File: config.mk
export PLATFORM = sky130hd
export DESIGN_NAME = i2c_target_regfile
export DESIGN_NICKNAME = d
export VERILOG_FILES = /design/src/rtl/i2c_target_regfile.sv
export SDC_FILE = /design/constraint.sdc
export NUM_CORES = 1
export LEC_CHECK = 0
export ABC_AREA = 1
export CORE_ASPECT_RATIO = 1.25
export CORE_UTILIZATION = 50
export DETAILED_ROUTE_END_ITERATION = 8
export HOLD_SLACK_MARGIN = 0.12
export MAX_ROUTING_LAYER = met4
export PLACE_DENSITY_LB_ADDON = 0.05
export SLEW_MARGIN = 20
export SYNTH_ARGS = -nofsm -noshare
export SYNTH_HDL_FRONTEND = slang
export SYNTH_SLANG_ARGS = --single-unit
File: constraint.sdc
create_clock -name clk -period 19.92 [get_ports clk]
set_input_delay 3.984 -clock clk [delete_from_list [all_inputs] [get_ports clk]]
set_output_delay 3.984 -clock clk [all_outputs]
set_load 0.05 [all_outputs]
File: src/rtl/i2c_target_regfile.sv
// i2c_target_regfile: oversampled I2C target fronting a byte-wide register file
// with a multi-byte pointer, auto-incrementing bursts, repeated START and address NACK.
module i2c_target_regfile #(
  parameter logic [6:0] DEV_ADDR = 7'h1A,
  parameter int DEPTH = 16,
  parameter int PTR_BYTES = 1,
  parameter int SYNC_STAGES = 2,
  parameter int HOLD_CYC = 4,
  localparam int AW = $clog2(DEPTH),
  localparam int PW = 8 * PTR_BYTES
) (
  input  logic          clk,
  input  logic          rst,
  input  logic          scl_i,
  input  logic          sda_i,
  output logic          sda_oe,
  output logic          wr_stb,
  output logic [AW-1:0] wr_addr,
  output logic [7:0]    wr_data,
  input  logic [AW-1:0] host_raddr,
  output logic [7:0]    host_rdata,
  output logic          busy
);
  typedef enum logic [3:0] {
    IDLE, ADDR, ADDR_ACK, PTR, PTR_ACK, WDATA, WDATA_ACK, RDATA, RDATA_ACK, IGNORE
  } state_t;
  state_t r_state, w_state;
  logic [SYNC_STAGES-1:0] r_scl_sync, r_sda_sync;
  logic r_scl_p, r_sda_p;
  logic [7:0] r_regs [DEPTH];
  logic [7:0] r_sh, w_sh, w_rd, w_rd_inc;
  logic [3:0] r_bit, w_bit;
  logic [AW-1:0] r_ptr, w_ptr, w_ptr_inc;
  logic [PW-1:0] r_pacc, w_pacc, w_pacc_new;
  logic [1:0] r_pcnt, w_pcnt;
  logic r_pend, w_pend, r_ack, w_ack, r_rw, w_rw, w_we;
  logic [15:0] r_hold;
  logic w_scl, w_sda, w_rise, w_fall, w_start, w_stop;

  assign w_scl = r_scl_sync[SYNC_STAGES-1];
  assign w_sda = r_sda_sync[SYNC_STAGES-1];
  assign w_rise = w_scl & ~r_scl_p;
  assign w_fall = ~w_scl & r_scl_p;
  assign w_start = w_scl & r_scl_p & r_sda_p & ~w_sda;
  assign w_stop = w_scl & r_scl_p & ~r_sda_p & w_sda;
  assign w_ptr_inc = (32'(r_ptr) == DEPTH - 1) ? '0 : r_ptr + 1'b1;
  assign w_pacc_new = PW'({r_pacc, r_sh});
  assign w_rd = r_regs[r_ptr];
  assign w_rd_inc = r_regs[w_ptr_inc];
  assign host_rdata = (32'(host_raddr) < DEPTH) ? r_regs[host_raddr] : '0;
  assign busy = r_state != IDLE;

  // Bytes shift in on SCL rise; every state decision and the SDA value it wants
  // (r_pend) are taken on SCL fall, then applied HOLD_CYC clocks later.
  always_comb begin
    w_state = r_state;
    w_sh = r_sh;
    w_bit = r_bit;
    w_ptr = r_ptr;
    w_pacc = r_pacc;
    w_pcnt = r_pcnt;
    w_pend = r_pend;
    w_ack = r_ack;
    w_rw = r_rw;
    w_we = 1'b0;
    if (w_start) begin
      w_state = ADDR;
      w_bit = '0;
      w_pend = 1'b0;
    end else if (w_stop) begin
      w_state = IDLE;
      w_pend = 1'b0;
    end else if (w_rise) begin
      if (r_state inside {ADDR, PTR, WDATA}) begin
        w_sh = {r_sh[6:0], w_sda};
        w_bit = r_bit + 4'd1;
      end
      if (r_state == RDATA) w_bit = r_bit + 4'd1;
      if (r_state == RDATA_ACK) w_ack = w_sda;
      w_we = (r_state == WDATA) && (r_bit == 4'd7);
    end else if (w_fall) begin
      case (r_state)
        ADDR: if (r_bit == 4'd8) begin
          w_bit = '0;
          w_rw = r_sh[0];
          w_state = (r_sh[7:1] == DEV_ADDR) ? ADDR_ACK : IGNORE;
          w_pend = r_sh[7:1] == DEV_ADDR;
        end
        ADDR_ACK: begin
          w_state = r_rw ? RDATA : PTR;
          w_sh = r_rw ? w_rd : r_sh;
          w_pend = r_rw & ~w_rd[7];
          w_pcnt = '0;
          w_pacc = '0;
        end
        PTR: if (r_bit == 4'd8) begin
          w_bit = '0;
          w_pcnt = r_pcnt + 2'd1;
          w_pacc = w_pacc_new;
          w_pend = 1'b1;
          w_state = PTR_ACK;
          if (32'(r_pcnt) == PTR_BYTES - 1) begin
            w_state = (32'(w_pacc_new) >= DEPTH) ? IGNORE : PTR_ACK;
            w_pend = 32'(w_pacc_new) < DEPTH;
            w_ptr = (32'(w_pacc_new) < DEPTH) ? AW'(w_pacc_new) : r_ptr;
          end
        end
        PTR_ACK: begin
          w_state = (32'(r_pcnt) == PTR_BYTES) ? WDATA : PTR;
          w_pend = 1'b0;
        end
        WDATA: if (r_bit == 4'd8) begin
          w_bit = '0;
          w_state = WDATA_ACK;
          w_pend = 1'b1;
        end
        WDATA_ACK: begin
          w_ptr = w_ptr_inc;
          w_state = WDATA;
          w_pend = 1'b0;
        end
        RDATA: begin
          w_state = (r_bit == 4'd8) ? RDATA_ACK : RDATA;
          w_bit = (r_bit == 4'd8) ? '0 : r_bit;
          w_sh = {r_sh[6:0], 1'b0};
          w_pend = (r_bit != 4'd8) & ~r_sh[6];
        end
        RDATA_ACK: begin
          w_state = r_ack ? IGNORE : RDATA;
          w_ptr = r_ack ? r_ptr : w_ptr_inc;
          w_sh = w_rd_inc;
          w_pend = ~r_ack & ~w_rd_inc[7];
          w_bit = '0;
        end
        default: w_pend = 1'b0;
      endcase
    end
  end

  always_ff @(posedge clk or posedge rst) begin
    if (rst) begin
      r_scl_sync <= '1;
      r_sda_sync <= '1;
      r_scl_p <= 1'b1;
      r_sda_p <= 1'b1;
      r_state <= IDLE;
      r_sh <= '0;
      r_bit <= '0;
      r_ptr <= '0;
      r_pacc <= '0;
      r_pcnt <= '0;
      r_pend <= 1'b0;
      r_ack <= 1'b0;
      r_rw <= 1'b0;
      r_hold <= '0;
      sda_oe <= 1'b0;
      wr_stb <= 1'b0;
      wr_addr <= '0;
      wr_data <= '0;
      for (int i = 0; i < DEPTH; i++) r_regs[i] <= '0;
    end else begin
      r_scl_sync <= {r_scl_sync[SYNC_STAGES-2:0], scl_i};
      r_sda_sync <= {r_sda_sync[SYNC_STAGES-2:0], sda_i};
      r_scl_p <= w_scl;
      r_sda_p <= w_sda;
      r_state <= w_state;
      r_sh <= w_sh;
      r_bit <= w_bit;
      r_ptr <= w_ptr;
      r_pacc <= w_pacc;
      r_pcnt <= w_pcnt;
      r_pend <= w_pend;
      r_ack <= w_ack;
      r_rw <= w_rw;
      wr_stb <= w_we;
      if (w_we) begin
        r_regs[r_ptr] <= w_sh;
        wr_addr <= r_ptr;
        wr_data <= w_sh;
      end
      if (w_start || w_stop) begin
        sda_oe <= 1'b0;
        r_hold <= '0;
      end else if (w_fall) begin
        r_hold <= 16'(HOLD_CYC);
      end else if (r_hold != '0) begin
        r_hold <= r_hold - 16'd1;
        if (r_hold == 16'd1) sda_oe <= r_pend;
      end
    end
  end
endmodule
==> impl_results.md <==
- Yosys cell types: 50
- Setup TNS: 0 ns
- Top-count cell post-synth: nand2_1
- Post-Synth Simple-Gate Area: 41.9%
- ANT nets after route: 0
- Initial Util: 50.8%
- Status: finished, final reports clean
- Worst r2r src: r_ptr[0]
- Number of DRC markers in iteration 0: 1,392
- Final core occ: 53.9%
- Sequential area share after synthesis: 35.9%
- Placed Instances: 2,239
- Rel. slew slack: 26.7%
- Final WS setup: 9.30 ns
- Count of fill cells added during filler insertion: 2,594
- Synth Area in Compound Gates: 10.5%
- Max Clk Rate: 94.2 MHz
- Setup bufs post-CTS: 0
- Hold Crit Depth: 0
- Cells after Synth: 1,963
- H-Tree Depth: 4
- Leakage: 6.68 nW
- Worst Hold Class: reg -> reg
- Layout Cells excl Fill: 2,271
- Worst skew pair latency: 0.45 ns
- Pre-CTS setup slack: 9.32 ns
- Area growth from synthesis to layout: 5.98%
- RSZ-0062 raised after global routing: false
- Crit. End Element: output port
- Resize count post-CTS: 0
- Worst-margin pin slew: 1.10 ns
- DIE AREA: 27,000 µm²
- Mean post-synth cell area: 6.71 µm²
- Design Area, Final: 14,000 µm²
- Worst-case clock buffer depth: 2
- Placed cell areas: 13,400 µm²
- Worst Skew: 0.0143 ns
- Power per cell area: 101 nW/µm²
- Final Power: 1.41 mW
- Commonest cells post-synth: 634 x nand2_1, 406 x nand3_1, 183 x dfrtp_1
- Startpoint Class: input port
- Final Cycle Share: 53.3%
- Ant. Diodes: 0
- Routed WL: 48.0 mm
- Adder-cell area share of the yosys netlist: 1.33%
- Area of the core: 25,900 µm²
- GRT Total Usage: 37.8%
- Buffers on Ports: 30
- Hpwl dp: 32.5 mm
- Vias in the first global route: 12,900
- MaxCap Viol Count: 0
- CP required: 15.94 ns
- Critical Path AT: 6.63 ns
- Min-delay src: r_scl_sync[0]
- Yosys top cell area share: 34.7%
- Initial antenna violation count: 0
- CP Class: in -> out
- Layout Nets: 1,940
- Grt ovf: 0
- Async S/R FF share, synth: 100%
- Die height: 184 µm
- Layout cell share with drive strength beyond 1: 7.09%
- R2r setup slk: 15.51 ns
- Post-Syn Area: 13,200 µm²
- Worst-path clk slew: 0.07 ns
- # hold bufs at CTS: 0
- Peak supply drop: 0.0801 mV
- CP Max Fanout: 22
- Mux cell area share after synthesis: 0.608%
- Worst reg-to-reg path cell count: 16
- Synthesis warning total: 0
- Pre-antenna DRT Iters: 5
- #FFs+latches synth: 189
- Setup violators final: 0
- Post-synth top area cell: dfrtp_1
- Largest family of logic cells by synthesized area: simple AND/OR/NAND/NOR gates
- Detailed-route DRC error count: 0
- Clk sink count: 189
- Post-DR wirelength/cell: 21.1 µm
- End of the worst register-to-register path: r_regs[125]
- Cell Rows: 66
- Top_reg_cell synth: dfrtp_1
- Avg Vias per Cell: 6.07
- Final hold slack: 0.356 ns
- CTS tree: yes
- Vias: 13,800
- Largest cells by area after synthesis: dfrtp_1 35%, nand2_1 18%, nand3_1 15%
- Mapped Nets: 1,985
- Root buffer cell: clkbuf_16
- First-pass GRT wire length: 75.3 mm
- Post-synth EDFFs: 0
- # IOs: 31
- Chip width: 147 µm
- WHS Endpoint: r_scl_sync[1]
- Largest net degree at the start of global routing: 121
- Fin. max-slew vios: 0
- Cts bufs inserted: 17
- Fin. Hold Viols: 0
- XOR/XNOR Fraction of Synth Area: 0.266%
- Fin crit period: 10.62 ns
- Final GP Congestion: 0.938
## critical path, stage by stage
cell             delay (ns)
clkdlybuf4s50_1        0.80
inv_1                  0.46
nand2_1                0.17
o22ai_1                0.08
o21ai_0                0.25
clkdlybuf4s50_1        0.88
## state kept, by name (all words and copies together), names as in the netlist
name	count
r_ptr	4
r_regs	128
r_scl_p	1
r_sda_p	1
r_scl_sync	2
r_sh	8
wr_addr	4
r_sda_sync	2
r_state	4
r_hold	16
r_pend	1
sda_oe	1
wr_data	8
wr_stb	1
r_ack	1
r_bit	4
r_rw	1
r_pcnt	2
## kinds of logic (layout without fill, tap and decap cells)
group,after synthesis,count (layout)
buffers and inverters,285,253
muxes,8,8
AOI/OAI and AO/OA,241,241
xor gates and xnor gates,4,4
DFF,189,189
and+or+nand+nor,1222,1222
adders and majority gates,14,14
## where the power goes
part / internal (mW) / switching (mW)
clock: 0.170 / 0.159
sequential: 0.414 / 0.0326
combinational: 0.158 / 0.481
total: 0.742 / 0.672
## cell usage in the layout (no fill, tap or decap), drive strengths merged
cell and count:
nand2 654, nand3 410, dfrtp 183, inv 180, nor2 113, o21ai 90
a21oi 87, clkdlybuf4s50 28, nor3 28, o211ai 26, clkbuf 23, ha 14
buf 12, o221ai 11, a21boi 8, mux2i 8, nand4 7, nor4 7
clkinv 7, dfstp 6, a211oi 5, o22ai 4, a31oi 3, xor2 3
clkinvlp 3, or2 2, o31ai 1, o2111ai 1, o32ai 1, a22oi 1
a311oi 1, o21bai 1, o21a 1, xnor2 1, nor3b 1
## layer usage
metal,track usage (%),share of wire [%],vias to the layer above
li1,-,-,6367
met1,48.7,41,6528
met2,57.1,45,737
met3,4.44,8.0,146
met4,23.1,6.4,0
met5,-,0,-
## area by class of cell
cell class,instances,area [µm²],area share (%)
flip-flops and latches,189,4740,33.9
clock inverters,9,63.8,0.457
well taps,340,425,3.05
multi-input cells,1489,7200,51.6
inverters,181,691,4.94
repair buffers,40,368,2.63
clock buffers,23,478,3.42
## worst max path at each step
stage / start / endpoint / slack (ns) / cells past startpoint
after CTS: host_raddr[2] / host_rdata[6] / 9.32 / 6
after global routing: host_raddr[2] / host_rdata[6] / 9.21 / 6
final: host_raddr[2] / host_rdata[6] / 9.30 / 6
after floorplan: host_raddr[0] / host_rdata[6] / 10.01 / 6
after global placement: host_raddr[2] / host_rdata[6] / 9.27 / 6
after detailed placement: host_raddr[2] / host_rdata[6] / 9.32 / 6
(Power assumes the default switching activity.)
==> edit 1, RTL diff (same flow settings) <==
Add an input register stage for `scl_i`, `sda_i` and `host_raddr`; this delays them by one clock.
--- a/src/rtl/i2c_target_regfile.sv
+++ b/src/rtl/i2c_target_regfile.sv
@@ -24,6 +24,17 @@
   typedef enum logic [3:0] {
     IDLE, ADDR, ADDR_ACK, PTR, PTR_ACK, WDATA, WDATA_ACK, RDATA, RDATA_ACK, IGNORE
   } state_t;
+
+  logic scl_q;
+  logic sda_q;
+  logic [AW-1:0] host_raddr_q;
+
+  always_ff @(posedge clk) begin
+    scl_q        <= scl_i;
+    sda_q        <= sda_i;
+    host_raddr_q <= host_raddr;
+  end
+
   state_t r_state, w_state;
   logic [SYNC_STAGES-1:0] r_scl_sync, r_sda_sync;
   logic r_scl_p, r_sda_p;
@@ -47,7 +58,7 @@
   assign w_pacc_new = PW'({r_pacc, r_sh});
   assign w_rd = r_regs[r_ptr];
   assign w_rd_inc = r_regs[w_ptr_inc];
-  assign host_rdata = (32'(host_raddr) < DEPTH) ? r_regs[host_raddr] : '0;
+  assign host_rdata = (32'(host_raddr_q) < DEPTH) ? r_regs[host_raddr_q] : '0;
   assign busy = r_state != IDLE;
 
   // Bytes shift in on SCL rise; every state decision and the SDA value it wants
@@ -159,8 +170,8 @@
       wr_data <= '0;
       for (int i = 0; i < DEPTH; i++) r_regs[i] <= '0;
     end else begin
-      r_scl_sync <= {r_scl_sync[SYNC_STAGES-2:0], scl_i};
-      r_sda_sync <= {r_sda_sync[SYNC_STAGES-2:0], sda_i};
+      r_scl_sync <= {r_scl_sync[SYNC_STAGES-2:0], scl_q};
+      r_sda_sync <= {r_sda_sync[SYNC_STAGES-2:0], sda_q};
       r_scl_p <= w_scl;
       r_sda_p <= w_sda;
       r_state <= w_state;
Function: changed (Yosys sat finds a counterexample within 4 cycles, from zero or initial values and one cycle with rst high).
==> edit 1 against the unedited design <==
Routed wire length decreased by 1.5%; via count is 2.7% lower; total power decreased by 0.42%; count of clock-buffer cells in the layout shrank 4; cell count decreased by 1.7%; clock skew down 0.0034 ns; final area decreased by 1.5%; sequential cell count up 6; area after synthesis is 2.4% lower; worst setup slack improved by 3.4 ns; largest cell class unchanged; highest routed layer unchanged.
==> edit 1: results (changes against the unedited design) <==
[min_path]
min_to=r_scl_sync[0]$_DFF_PP1_
hp-start=scl_q$_DFF_P_
min-delay-path-class=flop to flop
hold_path_depth=0  ; unchanged

[global_routing]
grt_max_degree=127  ; +5.0%
grt_pass1_vias=12434  ; -3.4%
grt_antenna_before_repair=0  ; unchanged
grt_use_total_pct=37.9  ; +0.054 points
grt_pass1_wl_um=73500  ; -2.3%

[critical_path]
r2r_slack_ns=15.59  ; +0.08 ns
critPathLaunch=host_raddr_q[1]$_DFF_P_
rr_startpoint=r_ptr[0]$_DFFE_PP0P_
crit_arrival_ns=3.27  ; -3.36 ns
cp_max_fo=57  ; +160%
r2r.worst_path.cells=16  ; unchanged
crit-reg2reg-capture=r_regs[39]$_DFFE_PP0P_

[clock_tree]
cts_setup_buffers=0  ; unchanged
cts_resized=0  ; unchanged
cts.clk_slew.worst_paths_ns=0.08
insertion_delay_ns=0.46
cts.htree.levels=4  ; unchanged
cts_buffers=17  ; unchanged
clk_path_buf_depth=2  ; unchanged

[synth]
yosys-top-cells-area=dfrtp_1 36%, nand2_1 18%, nand3_1 16%
synth_common_cells=622 x nand2_1, 401 x nand3_1, 183 x dfrtp_1, 148 x inv_1, 117 x o21ai_0
yosys_warnings=0  ; unchanged
synth-async-reset-ratio_pct=96.9  ; -3.1 points
ys_types=38  ; -24%
synth-edff-count=0  ; unchanged
synth_seq_area_share_pct=37.8  ; +1.8 points
syn_inst=1925  ; -1.9%

[power_and_ir_drop]
p_sw_share_pct=46.8  ; -0.70 points
peakVddDrop_mv=0.0675  ; -16%
leakagePower_nw=6.49  ; -2.9%

[routing]
routed_wl_um=47200  ; -1.5%
drtIter0Drc=1751  ; +26%
vias=13409  ; -2.7%
routedWlPerCell_um=21.1  ; +0.15%
dr.pass1.iters=6  ; +1
drc_errors=0  ; unchanged

[status]
outcome=completed

[cells_and_area]
top_regs=r_regs (128), r_hold (16)
antenna_cells=0  ; unchanged
drive_above_1_share_pct=6.16  ; -0.93 points

[timing]
finalCriticalPeriod_ns=7.26  ; -3.36 ns
skew_ns=0.0109  ; -0.00340 ns
whs_ns=0.298  ; -0.0580 ns
tightest_slew_ns=1.22  ; +0.116 ns

[place]
postPlaceCellArea_um2=13200  ; -1.8%
port-buffer-count=30  ; unchanged
dp_cells=2201  ; -1.7%
place.gp.congestion=1.00  ; +6.8%
preCtsSetupSlack_ns=13.25  ; +3.93 ns
dp_hpwl_um=31000  ; -4.6%

[edit 1: cell types whose count changed after synthesis, moves of 6 or more]
cell and delta:
nor2_1 -14, o21ai_0 +29, dfxtp_1 +6, nor2_2 +10, nand2_1 -12, inv_2 -9, nor3_4 -13
[edit 1: layout make-up]
| cell class | instances | area, um2 |
|---|---|---|
| inverters | 170 | 647 |
| fillers | 2522 | 11400 |
| well taps | 335 | 419 |
| clock inverters | 13 | 108 |
| clock buffers | 19 | 475 |
| repair buffers | 41 | 383 |
| flip-flops and latches | 195 | 4860 |
| multi-input cells | 1460 | 6870 |
[edit 1: kinds of logic (layout without fill, tap and decap cells)]
kind of cell	after synthesis	after routing	share of synthesized area, %
flip-flops	195	195	37.8
XOR/XNOR	3	3	0.204
multiplexers	8	8	0.623
adder cells (fa/ha/maj)	14	14	1.36
AO/OA/AOI/OAI	263	263	11.5
AND/OR/NAND/NOR	1172	1172	39.7
buffers and inverters	270	243	8.86
[edit 1: power by group through the flow]
| stage | sequential (W) | combinational (W) | clock, W |
|---|---|---|---|
| floorplan | 0.000450 | 0.000423 | 0 |
| global placement | 0.000461 | 0.000573 | 0 |
| detailed placement | 0.000462 | 0.000580 | 0 |
| CTS | 0.000454 | 0.000581 | 0.000354 |
| global route | 0.000459 | 0.000643 | 0.000368 |
| finish | 0.000455 | 0.000602 | 0.000351 |
[edit 1: metal layers]
metal | wire length, um | global-route usage [%]
met1 | 18900 | 50.0
met2 | 20900 | 55.5
met3 | 4840 | 6.36
met4 | 2620 | 20.3
met5 | 0 | -
[edit 1: critical path, cell delays in order, from the launching register on]
cell	delay [ns]
dfxtp_2	0.99
inv_1	0.37
o21ai_0	0.30
o221ai_1	0.14
o21ai_0	0.15
clkdlybuf4s50_1	0.85
==> edit 2, RTL diff (config.mk and constraints unchanged) <==
Made on the original files. `SYNC_STAGES`: 2 -> 4.
--- a/src/rtl/i2c_target_regfile.sv
+++ b/src/rtl/i2c_target_regfile.sv
@@ -4,7 +4,7 @@
   parameter logic [6:0] DEV_ADDR = 7'h1A,
   parameter int DEPTH = 16,
   parameter int PTR_BYTES = 1,
-  parameter int SYNC_STAGES = 2,
+  parameter int SYNC_STAGES = 4,
   parameter int HOLD_CYC = 4,
   localparam int AW = $clog2(DEPTH),
   localparam int PW = 8 * PTR_BYTES
Function: changed (Yosys sat finds a counterexample within 4 cycles, from zero or initial values and one cycle with rst high).
==> edit 2 against the unedited design <==
Area after synthesis decreased by 2.4%; sequential cell count grew 4; critical path depth fell by 1; clock skew down 0.0020 ns; worst hold slack improved by 0.00098 ns; sequential share of layout area rose by 1.2 points; total power is 9.9% higher; worst setup slack lost 0.12 ns; routed wire length is essentially flat; final area down 1.4%.
==> edit 2: results (changes against the unedited design) <==
[critical_path]
setup.worst_path.end=host_rdata[2]
r2r_slack_ns=15.77  ; +0.26 ns
crit-reg2reg-capture=r_regs[112]$_DFFE_PP0P_
crit_arrival_ns=6.75  ; +0.12 ns

[place]
preCtsSetupSlack_ns=9.24  ; -0.0749 ns
dp_hpwl_um=32000  ; -1.6%
place.gp.congestion=0.983  ; +4.7%
postPlaceCellArea_um2=13200  ; -1.8%

[routing]
drtIter0Drc=1425  ; +2.4%
dr.pass1.iters=6  ; +1
wl_met1_um=19200  ; -1.2%
via_per_inst=6.04  ; -0.46%
wl_met2_um=21500  ; -0.63%

[global_routing]
use_met2_pct=59.2  ; +2.1 points
grt_util_met1_pct=48.0  ; -0.74 points
use_met3_pct=6.44  ; +2.0 points
grt_pass1_vias=12505  ; -2.9%
grt_max_degree=125  ; +3.3%

[cells_and_area]
finalNonFillerCells=2238  ; -1.5%
nFillCells=2501  ; -3.6%
bufAreaShareNonClock_pct=2.67  ; +0.037 points
area_growth_pct=7.06

[synth]
syn_inst=1931  ; -1.6%
yosys-top-cells-area=dfrtp_1 36%, nand2_1 19%, nand3_1 16%
ys_types=46  ; -8.0%

[min_path]
hp-start=r_sda_sync[1]$_DFF_PP1_

[status]
outcome=completed

[timing]
tightest_slew_ns=1.15  ; +0.0516 ns
finalCriticalPeriod_ns=10.73  ; +0.119 ns
skew_ns=0.0123  ; -0.00198 ns
whs_ns=0.357  ; +0.000982 ns

[power_and_ir_drop]
p_sw_share_pct=49.0  ; +1.4 points
p_int_w=0.000793  ; +6.9%

edit 2: changes by cell type after synthesis, sizes merged, moves of 3 or more:
| cell | delta |
|---|---|
| buf | -4 |
| o221ai | -3 |
| dfstp | +4 |
| nor3 | -17 |
| inv | -14 |
| nand4 | -3 |
| nor2 | -4 |
| nand3 | -5 |
| o21ai | +9 |
| a21oi | +8 |
edit 2: kinds of logic (layout without fill, tap and decap cells):
family,Yosys count,count (layout),synth area share (%)
and+or+nand+nor,1188,1188,40.1
muxes,9,9,0.700
adders and majority gates,14,14,1.36
DFF,193,193,37.6
xor gates and xnor gates,5,5,0.340
AOI/OAI and AO/OA,254,254,11.1
buffers and inverters,268,240,8.69
edit 2: power groups by stage:
stage | Clock [W] | Sequential, W | Combinational [W]
after global placement | 0 | 0.000463 | 0.000704
final | 0.000358 | 0.000457 | 0.000739
after floorplan | 0 | 0.000455 | 0.000512
after CTS | 0.000361 | 0.000457 | 0.000714
after global routing | 0.000376 | 0.000462 | 0.000798
after detailed placement | 0 | 0.000464 | 0.000712
